`src/rtl/reduce_tree_pipe.sv`:
```
// Pipelined bitwise AND/OR/XOR reduction tree with a valid/ready handshake on every level.
// Optional transfer counter on out_count when REDUCE_TREE_CNT_EN is defined.
module reduce_tree_pipe #(
    parameter int N_IN   = 4,
    parameter int DATA_W = 1
) (
    input  logic                     clk,
    input  logic                     rst_n,
    input  logic [N_IN*DATA_W-1:0]   in_data,
    input  logic [1:0]               in_op,
    input  logic                     in_valid,
    output logic                     in_ready,
    output logic [DATA_W-1:0]        out_data,
    output logic [1:0]               out_op,
    output logic                     out_valid,
    input  logic                     out_ready
`ifdef REDUCE_TREE_CNT_EN
    ,
    output logic [15:0]              out_count
`endif
);

    localparam int LAT = (N_IN > 2) ? $clog2(N_IN) : 1;
    localparam int NP  = 1 << LAT;

    function automatic logic [DATA_W-1:0] ident(input logic [1:0] op);
        if (op == 2'b01 || op == 2'b10)
            return '0;
        return '1;
    endfunction

    function automatic logic [DATA_W-1:0] red2(input logic [DATA_W-1:0] a,
                                               input logic [DATA_W-1:0] b,
                                               input logic [1:0]        op);
        case (op)
            2'b01:   return a | b;
            2'b10:   return a ^ b;
            default: return a & b;
        endcase
    endfunction

    // Missing operands up to the next power of two take the op's identity value.
    logic [DATA_W-1:0] pad [NP];

    for (genvar i = 0; i < NP; i++) begin : g_pad
        if (i < N_IN) begin : g_real
            assign pad[i] = in_data[i*DATA_W +: DATA_W];
        end else begin : g_ident
            assign pad[i] = ident(in_op);
        end
    end

    logic [LAT:0]   rdy;
    logic [LAT-1:0] v;
    logic [1:0]     op_tag [LAT];

    assign rdy[LAT] = out_ready;
    assign in_ready = rdy[0];

    for (genvar k = 0; k < LAT; k++) begin : g_stg
        localparam int W = NP >> (k + 1);

        logic [DATA_W-1:0] q [W];
        logic [DATA_W-1:0] d [W];
        logic              v_q;
        logic [1:0]        op_q;
        logic              vin;
        logic [1:0]        opin;

        if (k == 0) begin : g_first
            assign vin  = in_valid;
            assign opin = in_op;
            for (genvar j = 0; j < W; j++) begin : g_node
                assign d[j] = red2(pad[2*j], pad[2*j+1], in_op);
            end
        end else begin : g_next
            assign vin  = v[k-1];
            assign opin = op_tag[k-1];
            for (genvar j = 0; j < W; j++) begin : g_node
                assign d[j] = red2(g_stg[k-1].q[2*j], g_stg[k-1].q[2*j+1], op_tag[k-1]);
            end
        end

        // An empty stage always loads, so bubbles collapse under a downstream stall.
        assign rdy[k]    = !v_q || rdy[k+1];
        assign v[k]      = v_q;
        assign op_tag[k] = op_q;

        always_ff @(posedge clk or negedge rst_n) begin
            if (!rst_n) begin
                v_q  <= 1'b0;
                op_q <= 2'b00;
                for (int j = 0; j < W; j++)
                    q[j] <= '0;
            end else if (rdy[k]) begin
                v_q <= vin;
                if (vin) begin
                    op_q <= opin;
                    for (int j = 0; j < W; j++)
                        q[j] <= d[j];
                end
            end
        end

        if (k == LAT - 1) begin : g_last
            assign out_data = q[0];
            assign out_op   = op_q;
        end
    end

    assign out_valid = v[LAT-1];

`ifdef REDUCE_TREE_CNT_EN
    logic [15:0] cnt_q;

    always_ff @(posedge clk or negedge rst_n) begin
        if (!rst_n)
            cnt_q <= 16'd0;
        else if (out_valid && out_ready && cnt_q != 16'hFFFF)
            cnt_q <= cnt_q + 16'd1;
    end

    assign out_count = cnt_q;
`endif

endmodule

```
`config.mk`:
```
export PLATFORM = sky130hd
export DESIGN_NAME = reduce_tree_pipe
export DESIGN_NICKNAME = d
export VERILOG_FILES = /design/src/rtl/reduce_tree_pipe.sv
export SDC_FILE = /design/constraint.sdc
export NUM_CORES = 1
export LEC_CHECK = 0
export ABC_AREA = 1
export CAP_MARGIN = 20
export CORE_AREA = 4 4 41 43
export CTS_CLUSTER_SIZE = 12
export DETAILED_ROUTE_END_ITERATION = 8
export DIE_AREA = 0 0 45 47
export DONT_BUFFER_PORTS = 1
export HOLD_SLACK_MARGIN = 0.12
export SLEW_MARGIN = 30
export SYNTH_ARGS = -nofsm -noshare
export SYNTH_HDL_FRONTEND = slang
export SYNTH_SLANG_ARGS = --single-unit
```
`constraint.sdc`:
```
create_clock -name clk -period 1.51 [get_ports clk]
set_input_delay 0.453 -clock clk [delete_from_list [all_inputs] [get_ports clk]]
set_output_delay 0.453 -clock clk [all_outputs]
set_load 0.005 [all_outputs]
```
==> results of run 1 <==
[worst paths after layout]
| path | end | cells past startpoint |
|---|---|---|
| max in group asynchronous | g_stg[0].q[1]$_DFFE_PN0P_ | 1 |
| hold reg to reg | out_data$_DFFE_PN0P_ | 2 |
| min in group asynchronous | out_op[1]$_DFFE_PN0P_ | 1 |
| setup reg to reg | out_data$_DFFE_PN0P_ | 6 |
| setup / recovery | in_ready | 1 |
| hold / removal | g_stg[0].v_q$_DFFE_PN0P_ | 2 |
[per-stage QoR]
step	utilization (%)	power [mW]	cells	hold WS, ns
4_1_cts	49.1	0.698	91	0.343
5_1_grt	49.1	0.742	91	0.364
3_3_place_gp	46.3	0.494	86	0.158
3_5_place_dp	46.3	0.505	86	0.158
2_1_floorplan	-	0.464	71	0.157
6_report	49.1	0.683	91	0.342
[layout make-up]
cell class,instances,area [sq um]
fill,141,662
multi-input combinational,45,295
clock buffer,4,26.3
tap,15,18.8
timing repair buffer,1,10.0
inverter,17,63.8
sequential,9,225
[where the power goes]
part,internal (mW),leakage (nW),switching (mW)
combinational,0.0684,0.247,0.0871
sequential,0.297,0.110,0.0472
clock,0.102,0.0150,0.0820
[routing by layer]
metal  vias to the layer above  wire, um
li1                        224         -
met5                         -         0
met3                         4        62
met1                       196       325
met2                        15       553
met4                         0        27
[flip-flops by register name, summed over array words and instances, names as in the netlist]
| register | flops |
|---|---|
| out_valid | 1 |
| g_stg.q | 2 |
| g_stg.v_q | 1 |
| out_op | 2 |
| out_data | 1 |
| g_stg.op_q | 2 |
[cells in the final DEF (no fill, tap or decap)]
cell type,n
sky130_fd_sc_hd__nand2_1,19
sky130_fd_sc_hd__inv_1,16
sky130_fd_sc_hd__ha_1,10
sky130_fd_sc_hd__dfrtp_1,9
sky130_fd_sc_hd__nand3_1,5
sky130_fd_sc_hd__o21ai_0,3
sky130_fd_sc_hd__or2_2,3
sky130_fd_sc_hd__clkbuf_4,3
sky130_fd_sc_hd__nand3_2,1
sky130_fd_sc_hd__nand2_2,1
sky130_fd_sc_hd__nand2_4,1
sky130_fd_sc_hd__o21ai_1,1
sky130_fd_sc_hd__inv_2,1
sky130_fd_sc_hd__nand3b_1,1
sky130_fd_sc_hd__clkbuf_1,1
sky130_fd_sc_hd__dlygate4sd3_1,1
[repair_timing]
item	in CTS	in global routing
hold endpoints to repair	9	0
gates resized for setup	0	0
hold buffers	1	0
[kinds of logic (layout without fill, tap and decap cells)]
group	after synthesis	count (layout)
AND/OR/NAND/NOR	31	31
buffers and inverters	17	22
adder cells (fa/ha/maj)	10	10
flip-flops	9	9
AO/OA/AOI/OAI	4	4
==> flow_summary.json, run 1 <==
{
  "status": "completed",
  "fp-row-count": 13,
  "regToRegStartpoint": "g_stg[0].op_q[0]$_DFFE_PN0P_",
  "drt_pre_antenna_iters": 2,
  "path_cells": "nand3_2",
  "hp-start": "in_valid",
  "routabilityCongestion": 0.671,
  "cpLargestDelayFamily": "flip-flops",
  "die_w_um": 45,
  "die_area_sq_mm": 0.00212,
  "worstSetupEndpointType": "output port",
  "leakage_nw": 0.373,
  "fin_setup_tns_ns": 0,
  "netlist_area_sq_um": 584,
  "yosys_register_bits": 9,
  "post-synth-top-area-fraction_pct": 38.5,
  "drv_slew": 0,
  "timing.critical_path.slowest_stage_cell": "sky130_fd_sc_hd__dfrtp_1",
  "timing.fmax_mhz": 787,
  "final-hold-violation-count": 0,
  "met3_usage_pct": 2.68,
  "async_reset_ff_share_pct": 100,
  "synth_adder_area_share_pct": 21.4,
  "hp-class": "primary input to register",
  "synth-seq-area-share_pct": 38.5,
  "cts_buffers": 3,
  "worstMarginPinSlew_ns": 0.400,
  "power_density_mw_per_mm2": 1070,
  "period_utilization_pct": 84.2,
  "reg2reg_slack_ns": 0.25,
  "n_antenna_cell": 0,
  "core_area_sq_mm": 0.00130,
  "post_route_cells_drive_above_1_share_pct": 13.2,
  "first_global_vias": 446,
  "avgRoutedWirePerCell_um": 10.6,
  "drt_first_iter_violations": 2,
  "post_drt_via_cell_ratio": 4.82,
  "track_usage_pct": 11.1,
  "yosys.area_share.simple_pct": 25.7,
  "postSynth.topFlopCell": "sky130_fd_sc_hd__dfrtp_1",
  "synth-xor-area-share_pct": 0,
  "place_area_sq_um": 603,
  "clock_skew_ns": 0.00269,
  "grt_first_pass_wirelength_mm": 1.62,
  "detail-route-antenna-nets": 0,
  "grt_busiest_layer": "met2",
  "post-cts-setup-buffer-count": 0,
  "place_hpwl_um": 837,
  "synthesis.instances": 71,
  "critical_path_buf_inv_count": 0,
  "grt.met2_usage_pct": 21.5,
  "synth.avg_cell_area_sq_um": 8.23,
  "cts_htree_levels": 1,
  "cp-start-kind": "register",
  "clock_tree.root_cell": "sky130_fd_sc_hd__clkbuf_4",
  "critical_path.max_fanout": 3,
  "fraction_of_the_mapped_netlist_area_in_compound_gates_pct": 3.43,
  "max_cap_violations": 0,
  "ioPinCount": 15,
  "synthTopCellsByCount": "19 x sky130_fd_sc_hd__nand2_1, 16 x sky130_fd_sc_hd__inv_1, 10 x sky130_fd_sc_hd__ha_1, 9 x sky130_fd_sc_hd__dfrtp_1, 5 x sky130_fd_sc_hd__nand3_1",
  "clock_sink_count": 9,
  "port_buffers": 0,
  "timing.final.setup_violations": 0,
  "synth_enable_flop_cells": 0,
  "vdd.ir_drop.worst_mv": 0.429,
  "placement.setup.worst_slack_ns": 0.165,
  "clk_transition_reported_paths_ns": 0.06,
  "post_synth_num_cell_types": 13,
  "floorplan.initialDensity_pct": 44.9,
  "clk-insertion-delay-late_ns": 0.26,
  "timing.final.ws_setup_ns": 0.239,
  "yosys_warnings": 0,
  "vias": 439,
  "nets": 97,
  "timing.critical_path.required_ns": 1.06,
  "yosysMostFrequentCell": "sky130_fd_sc_hd__nand2_1",
  "synth.area.top_cells": "sky130_fd_sc_hd__dfrtp_1 39%, sky130_fd_sc_hd__ha_1 21%, sky130_fd_sc_hd__nand2_1 12%, sky130_fd_sc_hd__inv_1 10%, sky130_fd_sc_hd__nand3_1 4.3%",
  "post-route-min-period_ns": 1.27,
  "grt_setup_unrepaired": "no",
  "muxShareOfSynthArea_pct": 0,
  "grt.overflow.total": 0,
  "critical_path.startpoint": "out_valid$_DFFE_PN0P_",
  "fin_area_sq_um": 639,
  "synth_top_family_by_area": "simple AND/OR/NAND/NOR gates",
  "die_y_um": 47,
  "grtUsageMet1_pct": 8.88,
  "grt_antenna_before_repair": 0,
  "clockBufferDepth": 2,
  "critPathMaxStageDelay_ns": 0.42,
  "criticalPathCategory": "register to output port",
  "timing.max_slew.rel_slack_pct": 73.3,
  "cts_tree": "done",
  "synth_top_area_cell": "sky130_fd_sc_hd__dfrtp_1",
  "drt_wl_total_um": 969,
  "synth_fp_nets": 91,
  "worst_ep_arrival_time_ns": 0.82,
  "area.growth.synth_to_final_pct": 9.42,
  "drc": 0,
  "grt_max_degree": 10
}
(Power assumes the default switching activity.)
==> inputs of run 2 (changes only) <==
==> constraint.sdc (replaced) <==
create_clock -name clk -period 1.29 [get_ports clk]
set_input_delay 0.387 -clock clk [delete_from_list [all_inputs] [get_ports clk]]
set_output_delay 0.387 -clock clk [all_outputs]
set_load 0.005 [all_outputs]
==> flow_summary.json, run 2 (synthesis results as in run 1) <==
{
  "power_density_mw_per_mm2": 1240,
  "cts.hold.buffers_added": 1,
  "worst_ep_arrival_time_ns": 1.38,
  "timing.critical_path.required_ns": 1.44,
  "drt_first_iter_violations": 3,
  "detail-route-antenna-nets": 0,
  "drc": 0,
  "core_area_sq_mm": 0.00130,
  "final_common_cell": "sky130_fd_sc_hd__nand2_1",
  "clockBufferDepth": 2,
  "post_drt_via_cell_ratio": 4.74,
  "post-route-min-period_ns": 1.23,
  "fin_setup_tns_ns": 0,
  "track_usage_pct": 11.5,
  "drv_slew": 0,
  "timing.max_slew.rel_slack_pct": 74.4,
  "clk-insertion-delay-late_ns": 0.26,
  "clock_sink_count": 9,
  "critical_path_buf_inv_count": 1,
  "post-cts-setup-buffer-count": 0,
  "final-hold-violation-count": 0,
  "floorplan.initialDensity_pct": 44.9,
  "most_frequent_cells_in_the_layout": "19 x sky130_fd_sc_hd__nand2_1, 16 x sky130_fd_sc_hd__inv_1, 10 x sky130_fd_sc_hd__ha_1",
  "critical_path.max_fanout": 3,
  "status": "completed",
  "drt_pre_antenna_iters": 2,
  "die_w_um": 45,
  "clock_tree.root_cell": "sky130_fd_sc_hd__clkbuf_4",
  "routabilityCongestion": 0.668,
  "grt_setup_unrepaired": "no",
  "die_y_um": 47,
  "criticalPathCategory": "register to register",
  "area.growth.synth_to_final_pct": 10.7,
  "vdd.ir_drop.worst_mv": 0.386,
  "vias": 436,
  "timing.final.setup_violations": 0,
  "place_hpwl_um": 776,
  "cp-start-kind": "register",
  "ioPinCount": 15,
  "ctsResizeCount": 0,
  "max_cap_violations": 0,
  "worstMarginPinSlew_ns": 0.383,
  "path_cells": "ha_1, inv_1, or2_2, nand3b_1, nand2_1",
  "cts_buffers": 3,
  "port_buffers": 0,
  "hp-class": "primary input to register",
  "worstSetupEndpointType": "register",
  "grt_antenna_before_repair": 0,
  "timing.fmax_mhz": 814,
  "place_area_sq_um": 611,
  "fp-row-count": 13,
  "die_area_sq_mm": 0.00212,
  "period_utilization_pct": 95.3,
  "cts_htree_levels": 1,
  "grt_first_pass_wirelength_mm": 1.64,
  "cts_tree": "done",
  "avgRoutedWirePerCell_um": 9.85,
  "grt_max_degree": 10,
  "n_antenna_cell": 0,
  "clock_skew_ns": 0.00306,
  "leakage_nw": 0.378,
  "clk_transition_reported_paths_ns": 0.06,
  "first_global_vias": 427,
  "nets": 98,
  "grt.overflow.total": 0,
  "fin_area_sq_um": 647,
  "post_route_cells_drive_above_1_share_pct": 14.3,
  "drt_wl_total_um": 906,
  "cpLargestDelayFamily": "flip-flops",
  "critPathMaxStageDelay_ns": 0.40,
  "timing.critical_path.slowest_stage_cell": "sky130_fd_sc_hd__dfrtp_1"
}
-- run 2: changes by cell type in the layout (fill, tap and decap cells not counted), sizes merged --
cell and change:
buf +1
-- run 2: final timing paths --
path                                                   start                        end  slack (ns)  cells after the start
worst max register to register  g_stg[0].op_q[1]$_DFFE_PN0P_       out_data$_DFFE_PN0P_        0.06                      5
max in group asynchronous                              rst_n  g_stg[0].q[1]$_DFFE_PN0P_        0.54                      1
min in group asynchronous                              rst_n      out_op[1]$_DFFE_PN0P_        0.48                      1
worst min-delay path                                in_valid   g_stg[0].v_q$_DFFE_PN0P_        0.27                      2
worst max-delay path            g_stg[0].op_q[1]$_DFFE_PN0P_       out_data$_DFFE_PN0P_        0.06                      5
worst min register to register     g_stg[0].q[0]$_DFFE_PN0P_  g_stg[0].q[0]$_DFFE_PN0P_        0.51                      2
-- run 2: routing by layer --
| layer | vias up | track usage (%) | wire (um) |
|---|---|---|---|
| met3 | 4 | 2.30 | 58 |
| met4 | 0 | 14.0 | 44 |
| li1 | 226 | - | - |
| met5 | - | 0 | 0 |
| met2 | 14 | 20.3 | 485 |
| met1 | 192 | 9.98 | 318 |
-- run 2: report_power, final --
group / switching, mW / leakage, nW / internal, mW / total (mW)
registers: 0.0502 / 0.110 / 0.347 / 0.397
clock network: 0.0974 / 0.0150 / 0.119 / 0.217
logic: 0.103 / 0.252 / 0.0857 / 0.189
total: 0.251 / 0.378 / 0.552 / 0.803
-- run 2: worst reg2reg max path: cells and delay by family, from the launching register on --
| family | cells | cell delay, ns |
|---|---|---|
| adders and majority gates | 1 | 0.29 |
| buffers and inverters | 1 | 0.04 |
| DFF | 1 | 0.40 |
| and+or+nand+nor | 3 | 0.39 |
-- run 2: through the flow --
step           setup slack [ns]  hold slack [ns]  cells  total power [mW]  utilization, %
2_1_floorplan            0.0708           0.0914     71             0.544               -
3_3_place_gp             0.0292           0.0917     87             0.584            46.9
3_5_place_dp             0.0249           0.0916     87             0.594            46.9
4_1_cts                  0.0646            0.272     92             0.823            49.7
5_1_grt                  0.0185            0.294     92             0.877            49.7
6_report                 0.0612            0.275     92             0.803            49.7
-- run 2: area by class of cell --
class | instances | area, sq um
well taps | 15 | 18.8
repair buffers | 2 | 17.5
multi-input cells | 45 | 295
clock buffers | 4 | 26.3
fillers | 141 | 654
inverters | 17 | 63.8
flip-flops and latches | 9 | 225
